File: src/rtl/ps2_pkg.sv
// Shared types and constants for the PS/2 jump-key receiver.
package ps2_pkg;

  localparam int         DATA_BITS  = 8;
  localparam int         BIT_CNT_W  = $clog2(DATA_BITS);
  localparam logic [7:0] BREAK_CODE = 8'hF0;
  localparam logic [7:0] EXT_CODE   = 8'hE0;

  typedef enum logic [1:0] {
    IDLE   = 2'd0,
    DATA   = 2'd1,
    PARITY = 2'd2,
    STOP   = 2'd3
  } ps2_state_e;

  // Prefix bytes seen since the last ordinary key code.
  typedef struct packed {
    logic brk;
    logic ext;
  } key_flags_t;

  // A frame is good when data plus parity carry an odd number of ones.
  function automatic logic odd_parity(input logic [DATA_BITS-1:0] d, input logic p);
    return ^{d, p};
  endfunction

endpackage

File: src/rtl/ps2_sync_edge.sv
// Two-flop synchronizers for the PS/2 clock and data lines plus a
// falling-edge detector on the synchronized clock.
module ps2_sync_edge (
  input  logic clk,
  input  logic reset,
  input  logic ps2_clk,
  input  logic ps2_data,
  output logic data,
  output logic fall
);

  logic [1:0] clk_sync;
  logic [1:0] data_sync;
  logic       clk_prev;

  // Flops reset to the idle-high line level so reset release never looks like an edge.
  always_ff @(posedge clk) begin
    if (reset) begin
      clk_sync  <= 2'b11;
      data_sync <= 2'b11;
      clk_prev  <= 1'b1;
    end else begin
      clk_sync  <= {clk_sync[0], ps2_clk};
      data_sync <= {data_sync[0], ps2_data};
      clk_prev  <= clk_sync[1];
    end
  end

  assign data = data_sync[1];
  assign fall = clk_prev & ~clk_sync[1];

endmodule

File: src/rtl/ps2_jump_receiver.sv
// PS/2 keyboard receiver that decodes make/break of one key into a jump pulse.
// Optional frame timeout enabled by defining PS2_RX_TIMEOUT_EN.
module ps2_jump_receiver
  import ps2_pkg::*;
#(
  parameter logic [7:0] JUMP_CODE      = 8'h29,
  parameter int         TIMEOUT_CYCLES = 200000
) (
  input  logic       clk,
  input  logic       reset,
  input  logic       ps2_clk,
  input  logic       ps2_data,
  output logic [7:0] scan_code,
  output logic       code_valid,
  output logic       frame_err,
  output logic       jump,
  output logic       jump_held
);

  ps2_state_e                 state, state_nxt;
  logic [BIT_CNT_W-1:0]       bit_cnt;
  logic [DATA_BITS-1:0]       shift;
  logic                       parity_ok;
  logic                       data;
  logic                       fall;
  logic                       timeout;
  logic                       good;
  logic                       bad;
  key_flags_t                 pend;

  ps2_sync_edge u_sync (
    .clk      (clk),
    .reset    (reset),
    .ps2_clk  (ps2_clk),
    .ps2_data (ps2_data),
    .data     (data),
    .fall     (fall)
  );

`ifdef PS2_RX_TIMEOUT_EN
  localparam int TO_W = $clog2(TIMEOUT_CYCLES + 1);
  logic [TO_W-1:0] to_cnt;

  always_ff @(posedge clk) begin
    if (reset || fall || state == IDLE) to_cnt <= '0;
    else                                to_cnt <= to_cnt + TO_W'(1);
  end

  assign timeout = (state != IDLE) && (to_cnt == TO_W'(TIMEOUT_CYCLES));
`else
  // Without the counter a partial frame simply waits for more edges.
  assign timeout = (TIMEOUT_CYCLES < 0);
`endif

  always_ff @(posedge clk) begin
    if (reset) state <= IDLE;
    else       state <= state_nxt;
  end

  // A real edge always takes priority over an expiring timeout.
  always_comb begin
    state_nxt = state;
    if (fall) begin
      case (state)
        IDLE:    if (!data) state_nxt = DATA;
        DATA:    if (bit_cnt == BIT_CNT_W'(DATA_BITS - 1)) state_nxt = PARITY;
        PARITY:  state_nxt = STOP;
        STOP:    state_nxt = IDLE;
        default: state_nxt = IDLE;
      endcase
    end else if (timeout) begin
      state_nxt = IDLE;
    end
  end

  always_comb begin
    good = 1'b0;
    bad  = 1'b0;
    if (fall && state == STOP) begin
      good = data & parity_ok;
      bad  = ~(data & parity_ok);
    end else if (timeout) begin
      bad  = 1'b1;
    end
  end

  always_ff @(posedge clk) begin
    if (reset) begin
      bit_cnt   <= '0;
      shift     <= '0;
      parity_ok <= 1'b0;
    end else if (fall) begin
      case (state)
        IDLE:    bit_cnt <= '0;
        DATA: begin
          shift   <= {data, shift[DATA_BITS-1:1]};
          bit_cnt <= bit_cnt + BIT_CNT_W'(1);
        end
        PARITY:  parity_ok <= odd_parity(shift, data);
        default: ;
      endcase
    end
  end

  // Key tracking: prefixes latch, any other good byte consumes them.
  always_ff @(posedge clk) begin
    if (reset) begin
      scan_code  <= 8'h00;
      code_valid <= 1'b0;
      frame_err  <= 1'b0;
      jump       <= 1'b0;
      jump_held  <= 1'b0;
      pend       <= '0;
    end else begin
      code_valid <= good;
      frame_err  <= bad;
      jump       <= 1'b0;
      if (good) begin
        scan_code <= shift;
        if (shift == BREAK_CODE) begin
          pend.brk <= 1'b1;
        end else if (shift == EXT_CODE) begin
          pend.ext <= 1'b1;
        end else begin
          pend <= '0;
          if (shift == JUMP_CODE && !pend.ext) begin
            if (pend.brk) begin
              jump_held <= 1'b0;
            end else if (!jump_held) begin
              jump      <= 1'b1;
              jump_held <= 1'b1;
            end
          end
        end
      end
    end
  end

endmodule
File: config.mk
export PLATFORM = sky130hd
export DESIGN_NAME = ps2_jump_receiver
export DESIGN_NICKNAME = d
export VERILOG_FILES = /design/src/rtl/ps2_pkg.sv /design/src/rtl/ps2_sync_edge.sv /design/src/rtl/ps2_jump_receiver.sv
export SDC_FILE = /design/constraint.sdc
export NUM_CORES = 1
export LEC_CHECK = 0
export ABC_AREA = 1
export CORE_UTILIZATION = 50
export CTS_CLUSTER_DIAMETER = 120
export DETAILED_ROUTE_END_ITERATION = 10
export PLACE_DENSITY = 0.69
export SLEW_MARGIN = 20
export SYNTH_ARGS = -nofsm -noshare
export SYNTH_HDL_FRONTEND = slang
export SYNTH_SLANG_ARGS = --single-unit
File: constraint.sdc
create_clock -name clk -period 1.7 [get_ports clk]
set_input_delay 0.34 -clock clk [delete_from_list [all_inputs] [get_ports clk]]
set_output_delay 0.34 -clock clk [all_outputs]
set_load 0.05 [all_outputs]
======== Word level (Yosys, flattened, before mapping) ========
Cells that the tools add are included.
cells by class
  $add $sub $neg .......................... 1
  muxes and demuxes ....................... 10
  bitwise gates (word level) .............. 9
  equality and inequality tests ........... 10
  reduce and logical (&&, ||, !) cells .... 15
operators with widths
  operator             number
  $eq 8x8->1 const B   2
  $reduce_and 2->1     5
  $reduce_xor 9->1     1
  $eq 8x6->1 const B   1
  $pmux 2 s4           1
  $not 1->1            7
  $mux 1               6
  $ne 2x2->1 const B   3
  $pmux 3 s2           1
  $reduce_or 6->1      1
  $eq 2x2->1 const B   2
  $mux 2               2
  $reduce_and 4->1     1
  $add 3x1->3 const B  1
  $eq 3x3->1 const B   1
  $reduce_and 3->1     1
  $and 1x1->1          2
  $eq 2x1->1 const B   1
  $logic_and 1x1->1    2
  $logic_not 2->1      1
  $reduce_bool 2->1    1
  $reduce_or 2->1      1
  $logic_not 1->1      1
storage, ports and cells
  bits in registers ....................... 33

======== Longest topological paths before layout ========
Gate-level depths: netlist of the first run.
  depth after elaboration ................. 6
  mapped depth ............................ 10

======== Modules after synthesis ========
A second synthesis of the first run with hierarchy kept.
second synthesis, totals
  cells, all modules ...................... 197
  area total of the unflattened synthesis .. 1,475.2 sq um
by module, submodules not included
  module             area an instance (sq um)  cells an instance  instances  sequential area each (sq um)
  ps2_jump_receiver  1,326.3                   179                1          560.5
  ps2_sync_edge      148.9                     18                 1          100.1

======== Worst setup path before layout of the first run ========
OpenSTA, ideal clock, no wires.
  path type ............................... register to register
  start ................................... reg bit_cnt[0]
  end ..................................... reg state[0]
  path slack .............................. 499 ps
  arrival ................................. 1,115 ps
  library setup time ...................... 86 ps
  clock period less this slack ............ 1,201 ps
  path buffers ............................ 0
  stages on the path, launching flop included .. 6
  cells stage by stage .................... dfxtp_1 ha_1 ha_1 o211ai_1 nor3_1 a211oi_1
on the way
  word-level cells in the longest chain between the ends .. 3
RTL lines
  what                               line                     text
  from (decl)                        ps2_jump_receiver.sv:21  logic [BIT_CNT_W-1:0] bit_cnt;
  from (signal assigned)             ps2_jump_receiver.sv:97  bit_cnt <= bit_cnt + BIT_CNT_W'(1);
  $eq 3x3->1                         ps2_jump_receiver.sv:66  DATA: if (bit_cnt == BIT_CNT_W'(DATA_BITS - 1)) state_nxt = PARITY;
  $ne 2x2->1 (no source line)        n/a
  $reduce_and 3->1 (no source line)  n/a
  to (signal assigned)               ps2_jump_receiver.sv:57  else state <= state_nxt;
  to (decl)                          ps2_jump_receiver.sv:20  ps2_state_e state, state_nxt;
No other way between the ends.
A chain may end at the register's enable or synchronous reset.

======== Worst setup path after layout of the first run ========
  start ................................... reg state[0]
  end ..................................... reg pend[1] in the netlist's numbering
on the way
  word-level cells in the longest chain between the ends .. 4
RTL lines
  what                               line                     text
  $eq 2x2->1                         ps2_jump_receiver.sv:79  if (fall && state == STOP) begin
  $logic_and 1x1->1                  ps2_jump_receiver.sv:79
  $mux 1                             ps2_jump_receiver.sv:79
  $reduce_and 2->1 (no source line)  n/a
  to (decl)                          ps2_jump_receiver.sv:29  key_flags_t pend;
No other way between the ends.

==> summary.md, run 1 <==
| Metric | Value |
|---|---|
| Area grow syn2layout | 13.9% |
| Pwr Density | 745 mW/mm^2 |
| Nets@finish | 216 |
| Initial DRC Count | 32 |
| Synth async-reset ratio | 0 |
| Routed Antenna Nets | 0 |
| First-pass GRT wire length | 4.81 mm |
| Max-slew violation count | 0 |
| Crit path launch type | flop |
| Most common cell after layout, fill and taps aside | nand2_1 |
| Postcts setup bufs | 0 |
| Final wirelength | 2.72 mm |
| Sw Ratio | 0.230 |
| # port buffers | 15 |
| Post-synth EDFFs | 0 |
| Pre-CTS setup slack | 346 ps |
| CTS Sinks | 33 |
| Primary FF master, synth | dfxtp_1 |
| Die height | 56.2 um |
| Wire per inst | 11.4 um |
| R2r startpoint | state[0] |
| Hold Path Class | flop to flop |
| RSZ-0062 raised after global routing | false |
| Final Cycle Share | 0.798 |
| Final hold vios | 0 |
| Setup WS post-layout | 343 ps |
| Cell Area, Synth | 0.00147 sq mm |
| Vias | 1,209 |
| Peak supply drop | 0.623 mV |
| Total Power | 1.25 mW |
| Die extent in x | 56.2 um |
| Unique cell type count in the Yosys netlist | 27 |
| Clk root buf | clkbuf_4 |
| Worst Path Class, Setup | flop to flop |
| Hold Path Origin | u_sync.clk_sync[0] |
| Syn. warnings | 0 |
| Hold buffers post-CTS | 0 |
| Lkg Pwr | 0.801 nW |
| Share of layout cells above drive strength 1 | 0.213 |
| Clock Power Share | 0.330 |
| GRT Total Usage | 0.200 |
| Multi-input gate area | 694 sq um |
| Clk_skew | 9.79 ps |
| Most frequent cells in the layout | nand2_1, dfxtp_1, a21oi_1 |
| Core ar. | 0.00278 sq mm |
| Routability cong. | 0.858 |
| Reg power frac | 0.628 |
| Hold_ws | 417 ps |
| Cts bufs inserted | 5 |
| Critical Path AT | 1580 ps |
| Initial antenna violation count | 0 |
| Initial core utilization | 0.529 |
| Psw | 0.287 mW |
| Maximum level of the CTS H-tree | 2 |
| Fmax | 0.737 GHz |
| Post-DP HPWL | 1.99 mm |
| Post-CTS Resized | 0 |
| Post-route setup TNS | 0 ps |
| Critical Path Source | state[0] |
| Max clock buf depth | 2 |
| Worst-margin pin slew | 365 ps |
| Antenna Cells | 0 |
| Vias in the first global route | 1,127 |
| Drt drc | 0 |
| # fillers | 253 |
| Reg clk slew, reported paths | 100 ps |
| Register area share after synthesis | 0.449 |
| Rows | 19 |
| Later-pin clock latency in the skew report | 330 ps |
| CTS tree | yes |
| Number of synthesized register bits | 33 |
| Setup violations, final | 0 |
| Syn_nets | 197 |
| Post-synthesis cell count | 187 |
| Internal | 0.961 mW |
| Comb pwr share | 0.042 |
| Router iterations before antenna repair | 4 |
| CP max FO | 18 |
| Grt ovf | 0 |
| Required @ worst endpoint | 1920 ps |
| Min cycle time layout | 1360 ps |
| DIE AREA | 0.00316 sq mm |
| Vias per cell | 5.08 |
| Status | finished clean |
| Storage cell area | 661 sq um |
| Relative slew slack | 0.756 |
| Max-capacitance violation count | 0 |
| Syn_area_per_cell | 7.87 sq um |
| I/O pin cnt | 16 |
| Largest net degree at the start of global routing | 23 |
| CP Capture Type | flop |
-- critical path: stages, from the launching register on --
cell and delay, ps:
dfxtp_1 380, ha_1 210, nand2_4 80, nor2_8 210
o21ai_1 130, o21ai_1 170, a21oi_1 60
-- final timing paths --
path | depth (start not counted) | slack (ps) | endpoint
worst min-delay path | 1 | 420 | u_sync.clk_sync[1]
worst max-delay path | 6 | 340 | pend[1]
worst max register to register | 6 | 340 | pend[1]
worst min register to register | 1 | 420 | u_sync.clk_sync[1]
-- flip-flops by register name, indices dropped and copies added (netlist names) --
name,cells
scan_code,8
shift,8
bit_cnt,3
pend,2
state,2
u_sync.clk_sync,2
u_sync.data_sync,2
code_valid,1
frame_err,1
jump,1
jump_held,1
parity_ok,1
u_sync.clk_prev,1
-- cells in the mapped netlist (3+ instances only) --
master | count | area [sq um]
nor2_1 | 4 | 15.0
nor2_2 | 3 | 18.8
nand3_1 | 9 | 45.0
dfxtp_1 | 33 | 661
nand2_1 | 44 | 165
clkbuf_1 | 3 | 11.3
o21ai_0 | 17 | 85.1
inv_1 | 14 | 52.6
ha_1 | 6 | 75.1
o21ai_1 | 4 | 20.0
a21oi_1 | 21 | 105
inv_2 | 7 | 26.3
or2_2 | 5 | 31.3
-- power by group through the flow --
| stage | clock network [mW] | registers (mW) | logic (mW) |
|---|---|---|---|
| after floorplan | 0 | 0.801 | 0.0335 |
| after global placement | 0 | 0.802 | 0.0518 |
| after detailed placement | 0 | 0.802 | 0.0535 |
| after CTS | 0.431 | 0.784 | 0.0538 |
| after global routing | 0.472 | 0.785 | 0.0594 |
| final | 0.411 | 0.784 | 0.0529 |
-- kinds of logic (layout without fill, tap and decap cells) --
kind of cell | Yosys count | count (layout) | share of synthesized area
fa+ha+maj | 6 | 6 | 0.0510
simple gates | 75 | 75 | 0.257
buf+inv | 27 | 47 | 0.0791
flops | 33 | 33 | 0.449
compound gates | 46 | 46 | 0.164
-- metrics by stage --
step	std cells	utilization	cell area, sq um
2_1_floorplan	187	-	1470
3_3_place_gp	230	0.584	1620
3_5_place_dp	230	0.584	1620
4_1_cts	238	0.602	1680
5_1_grt	238	0.602	1680
6_report	238	0.602	1680
-- layout make-up --
| class | instances | area share |
|---|---|---|
| Timing Repair Buffer | 17 | 0.0881 |
| Tap cell | 31 | 0.0232 |
| Multi-Input combinational cell | 127 | 0.414 |
| Sequential cell | 33 | 0.394 |
| Inverter | 22 | 0.0493 |
| Clock buffer | 6 | 0.0246 |
| Clock inverter | 2 | 0.00597 |
-- metal layers --
| metal | share of wire | track usage |
|---|---|---|
| met1 | 0.47 | 0.247 |
| met2 | 0.46 | 0.308 |
| met3 | 0.046 | 0.0698 |
| met4 | 0.022 | 0.105 |
| met5 | 0 | 0 |
No activity file was read; power rests on OpenSTA's default activity.
==> run 2, diff against run 1 <==
Clock period 1.7 ns to 1.25 ns, I/O delays scaled along.
==> run 2 against run 1 <==
Effect of this change:
- the run now ends with setup timing left
- combinational power grew 65%
- sequential cell count stayed put
- sequential share of layout area shrank 6.8 points
- die area unchanged
- clock-buffer cell count up 1
- critical path type unchanged
- critical endpoint is now state[0]
- highest routed layer unchanged
==> summary.md, run 2 (synthesis results as in run 1) <==
| Metric | Value |
|---|---|
| Status | finished, violations left (was finished clean) |
| Failing checks | setup timing |
| Multi-input gate area | 787 sq um (was 694 sq um) |
| CP max FO | 3 (was 18) |
| Initial DRC Count | 72 (was 32) |
| Final core utilization | 0.744 (was 0.602) |
| DIE AREA | 0.00316 sq mm (unchanged) |
| First-pass GRT wire length | 5.12 mm (was 4.81 mm) |
| Grt ovf | 0 (unchanged) |
| Critical Path AT | 1560 ps (was 1580 ps) |
| CP Buf/Inv Count | 2 (was 0) |
| Largest net degree at the start of global routing | 18 (was 23) |
| Max clock buf depth | 2 (unchanged) |
| Crit path max-delay family | flip-flops (unchanged) |
| # fillers | 191 (was 253) |
| Initial core utilization | 0.529 (unchanged) |
| Max-slew violation count | 0 (unchanged) |
| Worst Path Class, Setup | flop to flop (unchanged) |
| Slowest cell on crit path | dfxtp_4 (was dfxtp_1) |
| Nets@finish | 228 (was 216) |
| Later-pin clock latency in the skew report | 330 ps (about the same) |
| CP Capture Type | flop (unchanged) |
| Crit path launch type | flop (unchanged) |
| Total Power | 1.76 mW (was 1.25 mW) |
| Core ar. | 0.00278 sq mm (unchanged) |
| Die extent in x | 56.2 um (unchanged) |
| Initial antenna violation count | 0 (unchanged) |
| Fmax | 0.749 GHz (was 0.737 GHz) |
| Setup violations, final | 3 (was 0) |
| Most frequent cells in the layout | nand2_1, dfxtp_1, a21oi_1 (unchanged) |
| Lkg Pwr | 0.906 nW (was 0.801 nW) |
| Die height | 56.2 um (unchanged) |
| Pwr Density | 849 mW/mm^2 (was 745 mW/mm^2) |
| Fin area | 0.00207 sq mm (was 0.00168 sq mm) |
| CTS Sinks | 33 (unchanged) |
| Clk root buf | clkbuf_4 (unchanged) |
| Most common cell after layout, fill and taps aside | nand2_1 (unchanged) |
| Required @ worst endpoint | 1470 ps (was 1920 ps) |
| # port buffers | 15 (unchanged) |
| Largest regs | scan_code x8, shift x8, bit_cnt x3 (unchanged) |
| Clk_skew | 7.89 ps (was 9.79 ps) |
| Wire per inst | 13.8 um (was 11.4 um) |
| Share of layout cells above drive strength 1 | 0.367 (was 0.213) |
| Drt drc | 0 (unchanged) |
| Relative slew slack | 0.842 (was 0.756) |
| Vias in the first global route | 1,216 (was 1,127) |
| Routability cong. | 0.792 (was 0.858) |
| Pre-CTS setup slack | -112 ps (was 346 ps) |
| Hold Path Class | flop to flop (unchanged) |
| Setup WS post-layout | -84.5 ps (was 343 ps) |
| Final Cycle Share | 1.07 (was 0.798) |
| Router iterations before antenna repair | 4 (unchanged) |
| Max-capacitance violation count | 0 (unchanged) |
| Placed Instances | 236 (was 230) |
| Slowest stage delay, CP | 400 ps (was 380 ps) |
| Final hold vios | 0 (unchanged) |
| Antenna Cells | 0 (unchanged) |
| Routed Antenna Nets | 0 (unchanged) |
| Storage cell area | 676 sq um (was 661 sq um) |
| Rows | 19 (unchanged) |
| GRT Total Usage | 0.212 (was 0.200) |
| Final wirelength | 3.43 mm (was 2.72 mm) |
| Post-DP HPWL | 2.21 mm (was 1.99 mm) |
| Peak supply drop | 0.866 mV (was 0.623 mV) |
| Reg clk slew, reported paths | 90 ps (was 100 ps) |
| I/O pin cnt | 16 (unchanged) |
| Cts bufs inserted | 5 (unchanged) |
| CTS tree | yes (unchanged) |
| Area grow syn2layout | 40.7% (was 13.9%) |
| Vias | 1,326 (was 1,209) |
| RSZ-0062 raised after global routing | true (was false) |
| Placed Area | 0.00183 sq mm (was 0.00162 sq mm) |
| Vias per cell | 5.33 (was 5.08) |
| Worst-path cell chain | inv_6 -> ha_4 -> nand2_2 -> o211ai_1 -> buf_4 -> nor3_2 -> a211oi_2 (was ha_1 -> nand2_4 -> nor2_8 -> o21ai_1 -> o21ai_1 -> a21oi_1) |
| Min cycle time layout | 1330 ps (was 1360 ps) |
| Worst-margin pin slew | 236 ps (was 365 ps) |
| Finished Layout Cells | 249 (was 238) |
| Maximum level of the CTS H-tree | 2 (unchanged) |
[run 2: routing by layer]
| layer | track usage | wire length [um] | vias to the layer above |
|---|---|---|---|
| li1 | - | - | 672 |
| met1 | 0.252 | 1480 | 613 |
| met2 | 0.345 | 1720 | 35 |
| met3 | 0.0744 | 169 | 6 |
| met4 | 0.0906 | 53 | 0 |
| met5 | 0 | 0 | - |
[run 2: layout make-up]
class                           instances  share of cell area
Multi-Input combinational cell        127               0.380
Sequential cell                        33               0.326
Timing Repair Buffer                   29               0.204
Inverter                               22              0.0447
Clock buffer                            7              0.0266
Tap cell                               31              0.0187
[run 2: final timing paths]
kind,slack (ps),endpoint,cells past startpoint,from
worst max-delay path,-80,state[0],7,state[1]
worst min-delay path,420,u_sync.data_sync[1],1,u_sync.data_sync[0]
worst max register to register,-80,state[0],7,state[1]
worst min register to register,420,u_sync.data_sync[1],1,u_sync.data_sync[0]
[run 2: report_power, final]
group / internal (mW) / total, mW / switching, mW
logic: 0.0405 / 0.0873 / 0.0468
registers: 1.06 / 1.06 / 0.00802
clock network: 0.265 / 0.607 / 0.342
total: 1.36 / 1.76 / 0.396
[run 2: per-stage QoR]
stage	setup TNS (ps)	hold slack (ps)
after detailed placement	-579	399
final	-114	421
after global routing	-690	440
after CTS	-12.8	423
after floorplan	0	354
after global placement	-14.2	393
[run 2: repair_timing]
action | CTS | global route
gates resized for setup | 22 | 22
pin swaps | 6 | 1
hold buffers | 0 | 0
buffers inserted | 2 | 3
setup endpoints to repair | 11 | 19
gates cloned | 0 | 1
==> run 3, diff against run 2 <==
Settings changed: CORE_MARGIN from default to 2, CTS_BUF_LIST from default to sky130_fd_sc_hd__clkbuf_4 sky130_fd_sc_hd__clkbuf_8, DONT_BUFFER_PORTS from default to 1, PLACE_DENSITY 0.69 to 0.62.
==> run 3 against run 2 <==
Effect of this change:
- the run still ends with setup timing left
- die area grew 7.2%
- setup slack lost 15 ps
- maximum frequency shrank 1.1%
- utilization shrank 7.6 points
- power is essentially flat
- clock skew shrank 0.51 ps
- sequential power is essentially flat
==> summary.md, run 3 (synthesis results as in run 1) <==
| Metric | Value |
|---|---|
| Status | finished, violations left (unchanged) |
| Failing checks | setup timing (unchanged) |
| First-pass GRT wire length | 5.02 mm (was 5.12 mm) |
| DIE AREA | 0.00339 sq mm (was 0.00316 sq mm) |
| Pwr Density | 946 mW/mm^2 (was 849 mW/mm^2) |
| Final hold vios | 0 (unchanged) |
| Vias in the first global route | 1,160 (was 1,216) |
| # port buffers | 0 (was 15) |
| Post-DP HPWL | 2.09 mm (was 2.21 mm) |
| # fillers | 219 (was 191) |
| Worst-margin pin slew | 472 ps (was 236 ps) |
| Reg clk slew, reported paths | 90 ps (about the same) |
| I/O pin cnt | 16 (unchanged) |
| Area grow syn2layout | 26.4% (was 40.7%) |
| Maximum level of the CTS H-tree | 2 (unchanged) |
| Lkg Pwr | 0.845 nW (was 0.906 nW) |
| Routed Antenna Nets | 0 (unchanged) |
| Vias | 1,304 (was 1,326) |
| Setup violations, final | 5 (was 3) |
| Router iterations before antenna repair | 4 (unchanged) |
| Later-pin clock latency in the skew report | 330 ps (about the same) |
| Share of layout cells above drive strength 1 | 0.370 (was 0.367) |
| Fmax | 0.741 GHz (was 0.749 GHz) |
| Worst-path cell chain | ha_4 -> ha_4 -> o211ai_1 -> buf_4 -> a211oi_2 (was inv_6 -> ha_4 -> nand2_2 -> o211ai_1 -> buf_4 -> nor3_2 -> a211oi_2) |
| RSZ-0062 raised after global routing | true (unchanged) |
| Largest regs | scan_code x8, shift x8, bit_cnt x3 (unchanged) |
| Antenna Cells | 0 (unchanged) |
| CP max FO | 4 (was 3) |
| Required @ worst endpoint | 1470 ps (about the same) |
| Initial antenna violation count | 0 (unchanged) |
| Hold Path Class | primary input to flop (was flop to flop) |
| Die extent in x | 58.2 um (was 56.2 um) |
| Core ar. | 0.00278 sq mm (unchanged) |
| Critical Path AT | 1560 ps (about the same) |
| Min cycle time layout | 1350 ps (was 1330 ps) |
| CP Capture Type | flop (unchanged) |
| Cts bufs inserted | 5 (unchanged) |
| Max-slew violation count | 0 (unchanged) |
| Slowest cell on crit path | o211ai_1 (was dfxtp_4) |
| Max clock buf depth | 2 (unchanged) |
| Most frequent cells in the layout | nand2_1, a21oi_1, dfxtp_1 (was nand2_1, dfxtp_1, a21oi_1) |
| Fin area | 0.00186 sq mm (was 0.00207 sq mm) |
| Worst Path Class, Setup | flop to flop (unchanged) |
| Drt drc | 0 (unchanged) |
| Wire per inst | 13.4 um (was 13.8 um) |
| Total Power | 1.76 mW (about the same) |
| Largest net degree at the start of global routing | 23 (was 18) |
| Vias per cell | 5.39 (was 5.33) |
| Placed Area | 0.00161 sq mm (was 0.00183 sq mm) |
| Clk_skew | 7.39 ps (was 7.89 ps) |
| CTS Sinks | 33 (unchanged) |
| Initial DRC Count | 40 (was 72) |
| Die height | 58.2 um (was 56.2 um) |
| Peak supply drop | 0.693 mV (was 0.866 mV) |
| Post-route setup TNS | -242 ps (was -114 ps) |
| CTS tree | yes (unchanged) |
| Crit path launch type | flop (unchanged) |
| Rows | 19 (unchanged) |
| Max-capacitance violation count | 0 (unchanged) |
| Initial core utilization | 0.529 (unchanged) |
| Nets@finish | 221 (was 228) |
| Routability cong. | 0.773 (was 0.792) |
| Final Cycle Share | 1.08 (was 1.07) |
| Slowest stage delay, CP | 350 ps (was 400 ps) |
| Grt ovf | 0 (unchanged) |
| Relative slew slack | 0.685 (was 0.842) |
| Clk root buf | clkbuf_4 (unchanged) |
| GRT Total Usage | 0.197 (was 0.212) |
| Most common cell after layout, fill and taps aside | nand2_1 (unchanged) |
| Final wirelength | 3.24 mm (was 3.43 mm) |
| Setup WS post-layout | -99.5 ps (was -84.5 ps) |
| CP dominant cell by count | ha_4 |
[run 3: path summary, 6_finish.rpt]
kind,startpoint,to,slack [ps],cells after the start
max,bit_cnt[1],state[0],-100,5
min,ps2_data,u_sync.data_sync[0],20,1
max reg2reg,bit_cnt[1],state[0],-100,5
min reg2reg,u_sync.clk_sync[0],u_sync.clk_sync[1],420,1
[run 3: timing repair]
| action | CTS | global route |
|---|---|---|
| buffers inserted | 1 | 3 |
| hold buffers | 1 | 1 |
| gates resized for setup | 10 | 36 |
| setup endpoints to repair | 13 | 24 |
| pin swaps | 2 | 11 |
| hold endpoints to repair | 5 | 1 |
| cloned | 0 | 2 |
[run 3: per-stage QoR]
step / util / instances / setup slack (ps) / hold WS (ps)
finish: 0.668 / 242 / -99.5 / 16.1
global route: 0.668 / 242 / -154 / 2.85
CTS: 0.609 / 236 / -14.7 / 5.47
detailed placement: 0.578 / 227 / -75.7 / 327
global placement: 0.578 / 227 / 23.6 / 323
floorplan: - / 187 / 49.1 / 354
[run 3: metal layers]
layer	routed length [um]	vias up	GRT usage
li1	-	659	-
met1	1460	597	0.255
met2	1520	37	0.304
met3	187	11	0.0625
met4	67	0	0.0797
met5	0	-	0
[run 3: worst max-delay path, delay by kind of cell (launching register included)]
kind	cells	cell delay, ps
AOI/OAI and AO/OA	2	400
buffers and inverters	1	190
adders and majority gates	2	300
DFF	1	340
[run 3: final cells by class]
type / instances / area [sq um] / share of cell area
multi-input cells: 127 / 766 / 0.412
clock buffers: 7 / 58.8 / 0.0316
flip-flops and latches: 33 / 681 / 0.366
inverters: 22 / 85.1 / 0.0458
well taps: 31 / 38.8 / 0.0209
repair buffers: 22 / 230 / 0.124
[run 3: power by group]
part           switching [mW]  leakage [nW]  total [mW]  internal, mW
clock                   0.333        0.0348       0.620         0.287
combinational          0.0425         0.539      0.0748        0.0323
sequential            0.00788         0.272        1.06          1.06
